==> config.mk <==
export PLATFORM = sky130hd
export DESIGN_NAME = alu_cmd_driver
export DESIGN_NICKNAME = d
export VERILOG_FILES = /design/src/rtl/alu_pkg.sv /design/src/rtl/alu_cmd_fifo.sv /design/src/rtl/alu_cmd_driver.sv
export SDC_FILE = /design/constraint.sdc
export NUM_CORES = 1
export LEC_CHECK = 0
export ABC_AREA = 1
export CAP_MARGIN = 40
export CORE_UTILIZATION = 25
export DETAILED_ROUTE_END_ITERATION = 12
export HOLD_SLACK_MARGIN = 0.08
export PLACE_DENSITY = 0.48
export SYNTH_ARGS = -nofsm -noshare
export SYNTH_HDL_FRONTEND = slang
export SYNTH_SLANG_ARGS = --single-unit
export TNS_END_PERCENT = 1
==> constraint.sdc <==
create_clock -name CLK -period 13.25 [get_ports CLK]
set_clock_uncertainty 0.05 [all_clocks]
set_input_delay 2.65 -clock CLK [delete_from_list [all_inputs] [get_ports CLK]]
set_output_delay 2.65 -clock CLK [all_outputs]
set_load 0.01 [all_outputs]
==> src/rtl/alu_pkg.sv <==
// Shared opcodes, FSM states and the command record for the ALU command driver.
package alu_pkg;

   localparam logic [2:0] OP_AND = 3'd0;
   localparam logic [2:0] OP_OR  = 3'd1;
   localparam logic [2:0] OP_XOR = 3'd2;
   localparam logic [2:0] OP_NOR = 3'd3;
   localparam logic [2:0] OP_SLT = 3'd4;
   localparam logic [2:0] OP_ADD = 3'd5;
   localparam logic [2:0] OP_SUB = 3'd6;
   localparam logic [2:0] OP_MOD = 3'd7;

   localparam logic [31:0] MOD_ERR_RESULT = 32'hFFFF_FFFF;

   typedef enum logic [1:0] {
      IDLE = 2'd0,
      MRST = 2'd1,
      WAIT = 2'd2,
      RESP = 2'd3
   } drv_state_e;

   typedef struct packed {
      logic [31:0] a;
      logic [31:0] b;
      logic [2:0]  op;
      logic        cin;
   } alu_cmd_t;

endpackage

==> src/rtl/alu_cmd_fifo.sv <==
// Synchronous command FIFO, registered head, count-based full/empty.
// Caller gates push with !full and pop with !empty; simultaneous push/pop keeps the count.
module alu_cmd_fifo #(
   parameter int DEPTH = 4,
   parameter int W     = 68
) (
   input  logic         CLK,
   input  logic         reset,
   input  logic         push,
   input  logic [W-1:0] push_dat,
   input  logic         pop,
   output logic [W-1:0] pop_dat,
   output logic         full,
   output logic         empty
);

   localparam int PTR_W = $clog2(DEPTH);
   localparam int CNT_W = PTR_W + 1;

   logic [W-1:0]     mem_q [DEPTH];
   logic [W-1:0]     mem_d [DEPTH];
   logic [PTR_W-1:0] wr_ptr_q, wr_ptr_d;
   logic [PTR_W-1:0] rd_ptr_q, rd_ptr_d;
   logic [CNT_W-1:0] count_q, count_d;

   always_comb begin
      mem_d    = mem_q;
      wr_ptr_d = wr_ptr_q;
      rd_ptr_d = rd_ptr_q;
      count_d  = count_q;
      if (push) begin
         mem_d[wr_ptr_q] = push_dat;
         wr_ptr_d        = wr_ptr_q + PTR_W'(1);
      end
      if (pop) begin
         rd_ptr_d = rd_ptr_q + PTR_W'(1);
      end
      if (push && !pop) begin
         count_d = count_q + CNT_W'(1);
      end else if (pop && !push) begin
         count_d = count_q - CNT_W'(1);
      end
   end

   always_ff @(posedge CLK) begin
      if (!reset) begin
         wr_ptr_q <= '0;
         rd_ptr_q <= '0;
         count_q  <= '0;
      end else begin
         wr_ptr_q <= wr_ptr_d;
         rd_ptr_q <= rd_ptr_d;
         count_q  <= count_d;
      end
      mem_q <= mem_d;
   end

   assign pop_dat = mem_q[rd_ptr_q];
   assign full    = (count_q == CNT_W'(DEPTH));
   assign empty   = (count_q == '0);

endmodule

==> src/rtl/alu_cmd_driver.sv <==
// Queues ALU commands, drives the ALU pins, waits the op settle time and holds the result
// in a response register; cmd_ready drops when the FIFO is full, the response holds until rsp_ready.
module alu_cmd_driver
   import alu_pkg::*;
#(
   parameter int DEPTH    = 4,
   parameter int MOD_WAIT = 64
) (
   input  logic        CLK,
   input  logic        reset,
   input  logic        cmd_valid,
   output logic        cmd_ready,
   input  logic [31:0] cmd_a,
   input  logic [31:0] cmd_b,
   input  logic [2:0]  cmd_op,
   input  logic        cmd_cin,
   output logic        rsp_valid,
   input  logic        rsp_ready,
   output logic [31:0] rsp_result,
   output logic        rsp_cout,
   output logic [2:0]  rsp_op,
   output logic        rsp_err,
   output logic [31:0] alu_ain,
   output logic [31:0] alu_bin,
   output logic [2:0]  alu_op,
   output logic        alu_cin,
   output logic        alu_reset,
   input  logic [31:0] alu_result,
   input  logic        alu_cout,
   output logic        busy
);

   localparam int CNT_W = $clog2(MOD_WAIT) + 1;

   drv_state_e  state_q, state_d;
   logic [CNT_W-1:0] cnt_q, cnt_d;
   logic        rsp_valid_q, rsp_valid_d;
   logic [31:0] rsp_result_q, rsp_result_d;
   logic        rsp_cout_q, rsp_cout_d;
   logic [2:0]  rsp_op_q, rsp_op_d;
   logic        rsp_err_q, rsp_err_d;
   logic [31:0] alu_ain_q, alu_ain_d;
   logic [31:0] alu_bin_q, alu_bin_d;
   logic [2:0]  alu_op_q, alu_op_d;
   logic        alu_cin_q, alu_cin_d;

   alu_cmd_t    cmd_in;
   alu_cmd_t    cmd_head;
   logic        fifo_full, fifo_empty, fifo_push, fifo_pop;

   assign cmd_in    = '{a: cmd_a, b: cmd_b, op: cmd_op, cin: cmd_cin};
   assign cmd_ready = reset && !fifo_full;
   assign fifo_push = cmd_valid && cmd_ready;

   alu_cmd_fifo #(
      .DEPTH (DEPTH),
      .W     ($bits(alu_cmd_t))
   ) u_fifo (
      .CLK      (CLK),
      .reset    (reset),
      .push     (fifo_push),
      .push_dat (cmd_in),
      .pop      (fifo_pop),
      .pop_dat  (cmd_head),
      .full     (fifo_full),
      .empty    (fifo_empty)
   );

   always_comb begin
      state_d      = state_q;
      cnt_d        = cnt_q;
      rsp_valid_d  = rsp_valid_q;
      rsp_result_d = rsp_result_q;
      rsp_cout_d   = rsp_cout_q;
      rsp_op_d     = rsp_op_q;
      rsp_err_d    = rsp_err_q;
      alu_ain_d    = alu_ain_q;
      alu_bin_d    = alu_bin_q;
      alu_op_d     = alu_op_q;
      alu_cin_d    = alu_cin_q;
      fifo_pop     = 1'b0;

      case (state_q)
         IDLE: begin
            if (!fifo_empty) begin
               fifo_pop  = 1'b1;
               alu_ain_d = cmd_head.a;
               alu_bin_d = cmd_head.b;
               alu_op_d  = cmd_head.op;
               alu_cin_d = cmd_head.cin;
               rsp_op_d  = cmd_head.op;
               if (cmd_head.op != OP_MOD) begin
                  state_d = WAIT;
                  cnt_d   = '0;
               end else if (cmd_head.b != '0) begin
                  state_d = MRST;
               end else begin
                  // Divide by zero never reaches the ALU; answer straight away.
                  state_d      = RESP;
                  rsp_valid_d  = 1'b1;
                  rsp_err_d    = 1'b1;
                  rsp_result_d = MOD_ERR_RESULT;
                  rsp_cout_d   = 1'b0;
               end
            end
         end
         MRST: begin
            state_d = WAIT;
            cnt_d   = CNT_W'(MOD_WAIT - 1);
         end
         WAIT: begin
            if (cnt_q == '0) begin
               state_d      = RESP;
               rsp_valid_d  = 1'b1;
               rsp_err_d    = 1'b0;
               rsp_result_d = alu_result;
               rsp_cout_d   = alu_cout;
            end else begin
               cnt_d = cnt_q - CNT_W'(1);
            end
         end
         RESP: begin
            if (rsp_ready) begin
               state_d     = IDLE;
               rsp_valid_d = 1'b0;
            end
         end
         default: state_d = IDLE;
      endcase
   end

   always_ff @(posedge CLK) begin
      if (!reset) begin
         state_q      <= IDLE;
         cnt_q        <= '0;
         rsp_valid_q  <= 1'b0;
         rsp_result_q <= '0;
         rsp_cout_q   <= 1'b0;
         rsp_op_q     <= '0;
         rsp_err_q    <= 1'b0;
         alu_ain_q    <= '0;
         alu_bin_q    <= '0;
         alu_op_q     <= '0;
         alu_cin_q    <= 1'b0;
      end else begin
         state_q      <= state_d;
         cnt_q        <= cnt_d;
         rsp_valid_q  <= rsp_valid_d;
         rsp_result_q <= rsp_result_d;
         rsp_cout_q   <= rsp_cout_d;
         rsp_op_q     <= rsp_op_d;
         rsp_err_q    <= rsp_err_d;
         alu_ain_q    <= alu_ain_d;
         alu_bin_q    <= alu_bin_d;
         alu_op_q     <= alu_op_d;
         alu_cin_q    <= alu_cin_d;
      end
   end

   assign rsp_valid  = rsp_valid_q;
   assign rsp_result = rsp_result_q;
   assign rsp_cout   = rsp_cout_q;
   assign rsp_op     = rsp_op_q;
   assign rsp_err    = rsp_err_q;
   assign alu_ain    = alu_ain_q;
   assign alu_bin    = alu_bin_q;
   assign alu_op     = alu_op_q;
   assign alu_cin    = alu_cin_q;
   // The ALU is held in reset alongside the driver so it restarts from a clean state.
   assign alu_reset  = !reset || (state_q == MRST);
   assign busy       = (state_q != IDLE) || !fifo_empty;

endmodule

Yosys cells after proc, flatten, opt, wreduce, memory -nomap -nowiden
Cells that the tools add are included.

word-level totals
  register bits after elaboration = 391
  bits in latches = 0
  RAM bits = 0
  memory bits (read-only) = 0
  input port bits = 105
  output and inout port bits = 109
  memories kept = 0

cells by class
  $add $sub $neg = 5
  multiply operators = 0
  div/mod/pow operators = 0
  order comparisons = 3
  equality and inequality tests = 12
  shift-type cells = 0
  multiplexer cells = 38
  bitwise gates (word level) = 3
  reduce and logical (&&, ||, !) cells = 26

operators with widths
  cell                 number
  $bwmux 272           1
  $mux 68              3
  $bmux 68 s2          1
  $demux 68 s2         1
  $mux 32              4
  $pmux 32 s2          1
  $reduce_bool 32->1   1
  $mux 7               3
  $pmux 7 s3           1
  $ne 2x2->1 const B   7
  $mux 1               12
  $mux 2               5
  $pmux 2 s4           1
  $logic_not 7->1      1
  $sub 7x1->7 const B  1
  $ge 3x3->1 const B   2
  $mux 3               2
  $not 2->3            2
  $reduce_and 6->1     1
  $reduce_bool 2->1    3
  $reduce_bool 3->1    2
  $logic_and 1x1->1    5
  $logic_not 1->1      5
  $reduce_and 5->1     1
  17 further kinds     21

Logic depth before layout (Yosys ltp)
  word-level depth = 9
  gate-level depth with buffers = 18

Modules after synthesis
A second synthesis with hierarchy kept.

unflattened totals
  cells, all modules = 1,401
  area, all modules = 15,273.4 µm²

modules (own cells, without submodules)
  module          times used  cells an instance  area each (µm²)  sequential area each (µm²)
  alu_cmd_fifo    1           712                10,482.6         8,308.0
  alu_cmd_driver  1           689                4,790.8          2,242.2

Worst setup path before layout
No wires, ideal clock.

  path type = input to register
  start = input reset
  end = register u_fifo.mem_q[0] in the netlist's numbering (enable)
  data arrival time = 6,080 ps
  path slack = 6,626 ps
  stages on the path = 4
  buffers on the path = 0
  cells stage by stage = inv_1 -> a31oi_1 -> nand2_1 -> nor2_1

on the way
  word-level cells in the longest chain between the ends = 2

RTL lines
  element               RTL line              text
  start, declared       alu_cmd_driver.sv:10  input logic reset,
  $logic_and 1x1->1     alu_cmd_driver.sv:52  assign cmd_ready = reset && !fifo_full;
  via cmd_ready         alu_cmd_driver.sv:12  output logic cmd_ready,
  $logic_and 1x1->1     alu_cmd_driver.sv:53  assign fifo_push = cmd_valid && cmd_ready;
  end signal, assigned  alu_cmd_fifo.sv:55    mem_q <= mem_d;
  end, declared         alu_cmd_fifo.sv:20    logic [W-1:0] mem_q [DEPTH];

The timed path passes the listed nets, and every way through them passes these cells.
A chain may end at the register's enable or synchronous reset.

Final worst setup path
  start = input reset
  end = output cmd_ready

on the way
  word-level cells in the longest chain between the ends = 1

RTL lines
  element            RTL line
  $logic_and 1x1->1  alu_cmd_driver.sv:52
  end, declared      alu_cmd_driver.sv:12

No other way between the ends.

==> impl_metrics.env <==
export IMPL_ant_nets=0
export IMPL_met2RoutedLength_um=18700
export IMPL_die_w_um=249
export IMPL_tritoncts="built"
export IMPL_core_area_um2=60200
export IMPL_met1_length_um=18900
export IMPL_nets=1738
export IMPL_h_tree_depth=2
export IMPL_setup_viol_count_final=0
export IMPL_hold_viol=0
export IMPL_dieArea_um2=61800
export IMPL_cp_arrival_ns=4.23
export IMPL_crit_path_cell_trace="buf_4 -> inv_1 -> a31oi_1 -> clkdlybuf4s50_1"
export IMPL_fin_crit_ns=6.93
export IMPL_top_layer="met5"
export IMPL_relSlewSlack_pct=51.6
export IMPL_synth_edf_count=272
export IMPL_ys_async_sr_fraction_pct=0
export IMPL_fin_crit_sh_pct=52.3
export IMPL_postCtsSetupBuffers=0
export IMPL_antenna_found_initial=3
export IMPL_gp_congestion=0.702
export IMPL_ctsResizeCount=0
export IMPL_status="finished clean"
export IMPL_grt_pass1_vias=10294
export IMPL_multi_input_area_um2=4040
export IMPL_synth_largest_area_cell="edfxtp_1"
export IMPL_switching_power_uw=1240
export IMPL_worstPathRequired_ns=10.55
export IMPL_grt_max_degree=66
export IMPL_yosys_cell_types_count=25
export IMPL_met3WireLength_um=1790
export IMPL_yosys_top_cells_count="edfxtp_1 (272), nand2_1 (271), nor2_1 (232)"
export IMPL_path_class="input pin to output pin"
export IMPL_drt_wl_total_um=40200
export IMPL_grt_pass1_wl_um=61900
export IMPL_switching_share_pct=33.0
export IMPL_worstSetupEndpointType="output pin"
export IMPL_seqPwrFrac_pct=40.8
export IMPL_grtUsageTotal_pct=12.9
export IMPL_synth_top_cell_area_share_pct=53.7
export IMPL_holdPathStages=2
export IMPL_synth_most_common_cell="edfxtp_1"
export IMPL_cts_root_buf="clkbuf_16"
export IMPL_cts_sinks=391
export IMPL_yosys_warnings=0
export IMPL_max_cap_violations=0
export IMPL_cpPeakStageDelay_ns=0.61
export IMPL_pwr_share_clk_pct=30.3
export IMPL_rsz0062_at_grt="false"
export IMPL_clk_latency_ns=0.56
export IMPL_area_delta_synth_final_pct=28.6
export IMPL_ys_seq_area_share_pct=69.4
export IMPL_netlist_top_cells_area="edfxtp_1 (54%), dfxtp_1 (16%), nand2_1 (6.7%)"
export IMPL_seq_area_um2=10600
export IMPL_hp_class="flip-flop to flip-flop"
export IMPL_numCtsBuffers=44
export IMPL_tightest_slew_ns=0.727
export IMPL_drive_gt1_share_pct=7.79
export IMPL_avgSynthCellArea_um2=10.6
export IMPL_n_antenna_cell=0
export IMPL_slowest_stage="clkdlybuf4s50_1"
export IMPL_path_clk_slew_ns=0.06
export IMPL_dr_pass1_iters=4
export IMPL_synth_area_um2=15200
export IMPL_viasPerCell=4.26
export IMPL_p_int_uw=2520
export IMPL_p_leak_uw=0.00704
export IMPL_drt_iter0_markers=724
export IMPL_combPwrFrac_pct=28.9
export IMPL_die_h_um=249
export IMPL_power_density_nw_per_um2=193
export IMPL_clk_path_buf_depth=3
export IMPL_tns_ns=0
export IMPL_start_kind="input pin"
export IMPL_finalPower_uw=3770
export IMPL_drc_errors=0
export IMPL_hpwl_um=23700
export IMPL_initial_core_util_pct=25.2
export IMPL_drv_slew=0
export IMPL_via_count=10384
export IMPL_ys_ff_latch=391
export IMPL_cp_max_fo=62
export IMPL_rows=90
export IMPL_max_freq_mhz=144
export IMPL_syn_inst=1429
export IMPL_synthFlopType="edfxtp_1"
export IMPL_nFillCells=6029
export IMPL_overflow=0
export IMPL_syn_nets=1547
export IMPL_ctsHoldBuffers=0
export IMPL_io_buffers=213
export IMPL_irDropWorstVdd_mv=0.104
export IMPL_ioPinCount=214
export IMPL_r2r_worst_path_cells=17
export IMPL_detail_route_wl_per_cell_um=16.5
## worst max-delay path, delay by kind of cell
kind	cells	cell delay [ns]
buffers and inverters	3	1.27
AOI/OAI and AO/OA	1	0.31
## placed cells by master (no fill, tap or decap)
cell             instances
or2_2                   32
o21ai_0                156
clkinv_1                 1
a211oi_1                 2
clkinv_4                 1
nor2_1                 228
buf_4                   15
buf_12                   1
clkinv_2                 7
clkbuf_8                 3
clkdlybuf4s50_1        212
nor2_4                   4
a21oi_1                 56
clkbuf_16               45
inv_6                    3
nand3_2                  1
clkinvlp_4               5
o21ai_1                  1
fa_1                     1
dfxtp_1                117
dfxtp_4                  2
inv_1                   63
clkbuf_1                16
inv_2                    1
nand4_1                  6
inv_4                    2
a31oi_1                 37
buf_16                   5
nand3_1                 73
nor3_1                   3
ha_1                    12
nand2_1                270
edfxtp_1               272
nand2_2                  2
## flip-flops by register name, indices dropped and copies added, names as in the netlist
name / count
rsp_valid: 1
alu_ain: 32
u_fifo.mem_q: 272
u_fifo.wr_ptr_q: 2
u_fifo.count_q: 3
u_fifo.rd_ptr_q: 2
alu_cin: 1
rsp_cout: 1
cnt_q: 7
alu_op: 3
rsp_result: 32
state_q: 2
rsp_err: 1
alu_bin: 32
## routing by layer
layer	GRT usage (%)	vias to the layer above
li1	-	5236
met1	17.3	4888
met2	21.1	203
met3	2.92	53
met4	3.51	4
met5	0	-
## worst paths after layout
path	from	to	slack [ns]
worst max-delay path	reset	cmd_ready	6.32
worst min-delay path	cnt_q[6]	cnt_q[6]	0.44
worst max register to register	u_fifo.rd_ptr_q[0]	rsp_result[17]	9.67
worst min register to register	cnt_q[6]	cnt_q[6]	0.44
## cells by family (layout without fill, tap and decap cells)
| family | Yosys count | count (layout) | synth area share [%] |
|---|---|---|---|
| AOI/OAI and AO/OA | 252 | 252 | 8.63 |
| adders and majority gates | 13 | 13 | 1.12 |
| buffers and inverters | 154 | 380 | 4.29 |
| DFF | 391 | 391 | 69.4 |
| and+or+nand+nor | 619 | 619 | 16.6 |
## power groups by stage
stage	Clock (uW)	Sequential, uW	Combinational, uW
final	1140	1540	1090
after global routing	1230	1550	1230
after CTS	1190	1540	1120
after detailed placement	0	1560	1110
after global placement	0	1580	1040
after floorplan	0	1570	613
## metrics by stage
stage | area (um^2) | worst slack [ns] | hold slack [ns] | utilization, % | cells
after global placement | 18100 | 6.30 | 0.406 | 30.0 | 2350
after CTS | 19600 | 6.31 | 0.433 | 32.5 | 2437
final | 19600 | 6.32 | 0.438 | 32.5 | 2437
after global routing | 19600 | 6.19 | 0.465 | 32.5 | 2437
after floorplan | 15200 | 6.63 | 0.395 | - | 1429
after detailed placement | 18200 | 6.31 | 0.425 | 30.2 | 2356
## cell type report
type / count / area share, %
Sequential cell: 391 / 54.0
Inverter: 66 / 1.29
Tap cell: 782 / 5.00
Clock inverter: 17 / 0.569
Timing Repair Buffer: 233 / 12.2
Multi-Input combinational cell: 884 / 20.6
Clock buffer: 64 / 6.28
Note: power is estimated with default switching activity, not from simulation.
